==> config.mk <==
export PLATFORM = sky130hd
export DESIGN_NAME = rv32i_dtcm_arbiter
export DESIGN_NICKNAME = d
export VERILOG_FILES = /design/src/rtl/rv32i_dtcm_arbiter.sv
export SDC_FILE = /design/constraint.sdc
export NUM_CORES = 1
export LEC_CHECK = 0
export ABC_AREA = 1
export CORE_ASPECT_RATIO = 1.75
export CORE_MARGIN = 2
export CORE_UTILIZATION = 35
export DETAILED_ROUTE_END_ITERATION = 10
export PLACE_DENSITY_LB_ADDON = 0.2
export SYNTH_ARGS = -nofsm -noshare
export SYNTH_HDL_FRONTEND = slang
export SYNTH_SLANG_ARGS = --single-unit
==> constraint.sdc <==
create_clock -name clk -period 2.75 [get_ports clk]
set_input_delay 0.6875 -clock clk [delete_from_list [all_inputs] [get_ports clk]]
set_output_delay 0.6875 -clock clk [all_outputs]
set_load 0.02 [all_outputs]
==> src/rtl/rv32i_dtcm_arbiter.sv <==
// rv32i_dtcm_arbiter: round-robin two-port DTCM arbiter with per-port 2-deep response FIFOs.
module rv32i_dtcm_arbiter #(
  parameter int AW = 16,
  parameter int DW = 32,
  parameter int MW = DW / 8
) (
  input  logic          clk,
  input  logic          rst_n,
  input  logic          p0_req_valid,
  output logic          p0_req_ready,
  input  logic [AW-1:0] p0_req_addr,
  input  logic [MW-1:0] p0_req_wen,
  input  logic [DW-1:0] p0_req_wdata,
  output logic          p0_rsp_valid,
  input  logic          p0_rsp_ready,
  output logic [DW-1:0] p0_rsp_rdata,
  input  logic          p1_req_valid,
  output logic          p1_req_ready,
  input  logic [AW-1:0] p1_req_addr,
  input  logic [MW-1:0] p1_req_wen,
  input  logic [DW-1:0] p1_req_wdata,
  output logic          p1_rsp_valid,
  input  logic          p1_rsp_ready,
  output logic [DW-1:0] p1_rsp_rdata,
  output logic [MW-1:0] ram_wen,
  output logic [AW-1:0] ram_addr,
  output logic [DW-1:0] ram_wdata,
  input  logic [DW-1:0] ram_rdata
);
  logic [1:0] req_v, rsp_r, rsp_v, elig, gnt, push;
  logic [DW-1:0] rdata [2];
  logic last_q, fl_valid_q, fl_port_q, fl_read_q;
  logic [AW-1:0] addr_q;
  assign req_v = {p1_req_valid, p0_req_valid};
  assign rsp_r = {p1_rsp_ready, p0_rsp_ready};
  // on a tie the port that did not win last time is granted
  assign gnt[0] = rst_n && req_v[0] && elig[0] && !(req_v[1] && elig[1] && !last_q);
  assign gnt[1] = rst_n && req_v[1] && elig[1] && !(req_v[0] && elig[0] && last_q);
  assign p0_req_ready = gnt[0];
  assign p1_req_ready = gnt[1];
  assign ram_wen   = gnt[0] ? p0_req_wen   : gnt[1] ? p1_req_wen   : '0;
  assign ram_wdata = gnt[0] ? p0_req_wdata : gnt[1] ? p1_req_wdata : '0;
  assign ram_addr  = gnt[0] ? p0_req_addr  : gnt[1] ? p1_req_addr  : addr_q;
  assign p0_rsp_valid = rsp_v[0];
  assign p1_rsp_valid = rsp_v[1];
  assign p0_rsp_rdata = rdata[0];
  assign p1_rsp_rdata = rdata[1];
  always_ff @(posedge clk or negedge rst_n) begin
    if (!rst_n) begin
      last_q     <= 1'b1;
      fl_valid_q <= 1'b0;
      fl_port_q  <= 1'b0;
      fl_read_q  <= 1'b0;
      addr_q     <= '0;
    end else begin
      fl_valid_q <= |gnt;
      if (|gnt) begin
        last_q    <= gnt[1];
        fl_port_q <= gnt[1];
        fl_read_q <= ram_wen == '0;
        addr_q    <= ram_addr;
      end
    end
  end
  for (genvar i = 0; i < 2; i++) begin : g_port
    logic [1:0] cnt_q, cnt_d, out;
    logic rd_q, wr_q, pop;
    logic [DW-1:0] mem_q [2];
    assign push[i]  = fl_valid_q && (fl_port_q == 1'(i));
    assign rsp_v[i] = cnt_q != 2'd0;
    assign rdata[i] = rsp_v[i] ? mem_q[rd_q] : '0;
    assign pop      = rsp_v[i] && rsp_r[i];
    // outstanding = queued + in flight; a same-cycle pop frees a slot
    assign out      = cnt_q + {1'b0, push[i]};
    assign elig[i]  = out < 2'd2 || (out == 2'd2 && pop);
    assign cnt_d    = cnt_q + {1'b0, push[i]} - {1'b0, pop};
    always_ff @(posedge clk or negedge rst_n) begin
      if (!rst_n) begin
        cnt_q    <= 2'd0;
        rd_q     <= 1'b0;
        wr_q     <= 1'b0;
        mem_q[0] <= '0;
        mem_q[1] <= '0;
      end else begin
        cnt_q <= cnt_d;
        if (push[i]) begin
          mem_q[wr_q] <= fl_read_q ? ram_rdata : '0;
          wr_q        <= !wr_q;
        end
        if (pop) rd_q <= !rd_q;
      end
    end
  end
endmodule

==> Implementation_results.wiki <==
{| class="wikitable"
! Metric !! Value
|-
| Count of hold buffers inserted by post-cts repair || 0
|-
| Data required time of the worst path || 2.06 ns
|-
| Number of endpoints failing setup at the final stage || 52
|-
| Final Worst Setup Slack || -0.295 ns
|-
| Via density || 5.06
|-
| Most common cell after layout, fill and taps aside || nand2_1
|-
| # IOs || 262
|-
| Cells after DPL || 1408
|-
| First-pass GRT wire length || 41300 um
|-
| Total power divided by cell area || 1140 nW/um^2
|-
| Area overhead of the layout relative to synthesis || 64.9%
|-
| Inserted Clock Buffers || 17
|-
| Worst Tran Pin Value || 1.12 ns
|-
| Avg Synthesized Cell Area || 8.37 um^2
|-
| Initial standard-cell utilization of the core || 0.358
|-
| Number of synthesized flops with an enable pin || 0
|-
| Wire per inst || 18.0 um
|-
| Fraction of the mapped netlist area in simple logic gates || 0.208
|-
| Async SR Flop Fraction || 1.00
|-
| Vias || 7482
|-
| Violations in the final reports || negative setup slack
|-
| Gate power share || 0.550
|-
| H-tree depth reported by CTS || 4
|-
| Post-route antenna net violation count || 0
|-
| Maximum fanout encountered on the critical timing path || 7
|-
| Total negative slack || -10.73 ns
|-
| Share of power burned in the clock network || 0.177
|-
| Switching power || 0.00585 W
|-
| Number of placement rows || 70
|-
| Static power due to leakage || 6.12 nW
|-
| Vias in the first global route || 7748
|-
| CTS root buf || clkbuf_16
|-
| Layout Skew || 0.00519 ns
|-
| Sequential-to-total area share from yosys stat || 0.521
|-
| CP startpoint kind || flip-flop
|-
| Total of buffers placed on input and output ports || 261
|-
| Status || finished, violations left
|-
| Post-synthesis net count || 1040
|-
| Share of cells above drive strength 1 || 0.232
|-
| Setup Crit Path Kind || flip-flop to primary output
|-
| Hpwl dp || 18200 um
|-
| Main synth FF type || dfrtp_1
|-
| Design internal power || 0.00824 W
|-
| Worst hold slack after final layout || 0.179 ns
|-
| Combined area of the multi-input logic cells || 3430 um^2
|-
| Slew headroom || 0.256
|-
| Final Hold Viols || 0
|-
| Total inserted antenna cells || 0
|-
| Deepest clock path buffer count || 2
|-
| Class of the tightest hold or removal check || input pin to async pin
|-
| Count of filler cells inserted in the layout || 1850
|-
| Die boundary width || 115 um
|-
| Post-Place Worst Slack || -0.776 ns
|-
| Worst path arrival time || 2.36 ns
|-
| Weighted congestion reported at the end of routability-driven placement || 0.795
|-
| Final critical path time including I/O delays and setup || 3.05 ns
|-
| DRC violation count after routing || 0
|-
| Largest net degree at the start of global routing || 66
|-
| Overall fraction of global-route tracks in use || 0.240
|-
| Synth unique cells || 28
|-
| TritonCTS clock tree || done
|-
| Total power draw || 0.0141 W
|-
| Largest family of logic cells by synthesized area || simple AND/OR/NAND/NOR gates
|-
| GRT Residual Overflow || 0
|-
| DRT iter0 DRCs || 514
|-
| Sequential cell area || 3910 um^2
|-
| Adder and majority gate portion of the synthesized area || 0.00501
|-
| Synthesis-stage register bit count || 156
|-
| Setup repair after global routing missed its margin || yes
|-
| Mapped Cells || 895
|-
| Portion of the clock cycle consumed by the worst path in the final layout || 1.11
|-
| Post-Synth XOR/XNOR Area || 0.00685
|-
| # Max-Cap Violations || 0
|-
| Count of synthesis-stage warnings from yosys || 0
|-
| Portion of total power attributed to sequential cells || 0.273
|-
| Max Slew Vio Count || 0
|-
| Clock insertion delay at the later pin of the skew report || 0.42 ns
|-
| Peak ir drop on the vdd network || 0.491 mV
|-
| Routed WL || 26600 um
|-
| Pre-antenna DRT Iters || 5
|-
| Clock-pin slew of the registers on the worst-case setup and hold paths || 0.06 ns
|-
| Netlist Area Pre-Place || 7490 um^2
|-
| Net switching share of the total power || 0.415
|-
| Kind of end point of the critical path || primary output
|-
| Maximum clock rate || 328 MHz
|-
| Commonest cells after routing, fill and taps aside || 217 x nand2_1, 162 x o21ai_0, 153 x dfrtp_1, 140 x clkdlybuf4s50_1, 71 x buf_4
|-
| Initial antenna violation count || 0
|-
| Multiplexer area fraction after synthesis || 0
|-
| Standard cell core area || 20900 um^2
|-
| Die Area || 22600 um^2
|-
| Number of clock sinks seen by CTS || 156
|-
| Count of placed standard cells in the final layout, fillers left out || 1479
|-
| Fraction of the mapped netlist area in compound gates || 0.192
|-
| NumNets Final || 1359
|-
| Die boundary height || 198 um
|}
==> per-stage QoR <==
step,util,area [um^2]
3_5_place_dp,0.515,10800
6_report,0.590,12400
5_1_grt,0.590,12400
2_1_floorplan,-,7490
3_3_place_gp,0.515,10800
4_1_cts,0.581,12200
==> kinds of logic (layout without fill, tap and decap cells) <==
kind of cell | Yosys count | after routing
flip-flops | 156 | 156
buffers and inverters | 118 | 450
AND/OR/NAND/NOR | 352 | 352
adder cells (fa/ha/maj) | 3 | 3
XOR/XNOR | 5 | 5
AO/OA/AOI/OAI | 261 | 261
==> layout make-up <==
| class | instances | area share |
|---|---|---|
| timing repair buffer | 364 | 0.311 |
| clock buffer | 26 | 0.0396 |
| tap | 252 | 0.0255 |
| sequential | 156 | 0.316 |
| inverter | 54 | 0.0195 |
| multi-input combinational | 621 | 0.278 |
| clock inverter | 6 | 0.0107 |
==> worst max-delay path, cell delays in order (launching register included) <==
cell,delay [ns]
dfrtp_1,0.38
nand2_2,0.09
inv_2,0.05
ha_4,0.16
xor2_4,0.16
nand2_2,0.09
nand3_4,0.08
nand3_4,0.11
clkinv_8,0.11
buf_12,0.15
buf_8,0.13
a22o_4,0.26
buf_12,0.14
==> synthesized netlist by cell type (5+ instances only) <==
cell	count	area, um^2
a21oi_1	64	320
a22o_1	32	280
buf_2	8	40.0
clkbuf_1	49	184
dfrtp_1	155	3880
inv_1	49	184
inv_2	5	18.8
nand2_1	251	942
nand2_4	11	124
nand3_1	72	360
nor2_1	6	22.5
o21ai_0	163	816
==> registers in the layout (all words and copies together) (netlist names) <==
register	count
g_port.mem_q	128
addr_q	16
fl_read_q	1
g_port.cnt_q	4
g_port.wr_q	2
fl_valid_q	1
fl_port_q	1
g_port.rd_q	2
last_q	1
==> metal layers <==
layer	vias up	routed length, um	GRT usage	share of wire
met2	289	14200	0.432	0.53
met1	3542	9540	0.259	0.36
li1	3610	-	-	-
met3	41	1920	0.0669	0.072
met5	-	0	0	0
met4	0	920	0.0998	0.035
==> power groups by stage <==
stage,clock [W],sequential [W],combinational (W)
after floorplan,0,0.00364,0.00397
after global placement,0,0.00381,0.00721
after detailed placement,0,0.00384,0.00727
after CTS,0.00254,0.00382,0.00772
after global routing,0.00264,0.00396,0.00846
final,0.00249,0.00384,0.00775
==> final timing paths <==
kind	startpoint	to	slack, ns	cells past startpoint
min in group clk	g_port[1].mem_q[58]$_DFFE_PN0P_	g_port[1].mem_q[58]$_DFFE_PN0P_	0.48	2
worst max-delay path	fl_port_q$_DFFE_PN0P_	ram_wdata[9]	-0.30	12
worst min register to register	g_port[1].mem_q[58]$_DFFE_PN0P_	g_port[1].mem_q[58]$_DFFE_PN0P_	0.48	2
worst max register to register	fl_valid_q$_DFF_PN0_	g_port[1].mem_q[48]$_DFFE_PN0P_	0.39	14
worst min-delay path	rst_n	addr_q[14]$_DFFE_PN0P_	0.18	2
max in group asynchronous	rst_n	g_port[0].mem_q[31]$_DFFE_PN0P_	0.56	4
==> what timing repair did <==
| action | CTS | global route |
|---|---|---|
| endpoints found under the setup margin | 107 | 76 |
| hold endpoints to repair | 0 | 0 |
| pin swaps | 23 | 18 |
| cloned | 5 | 0 |
| gates resized for setup | 392 | 65 |
| setup buffers | 32 | 3 |
(Power assumes the default switching activity.)
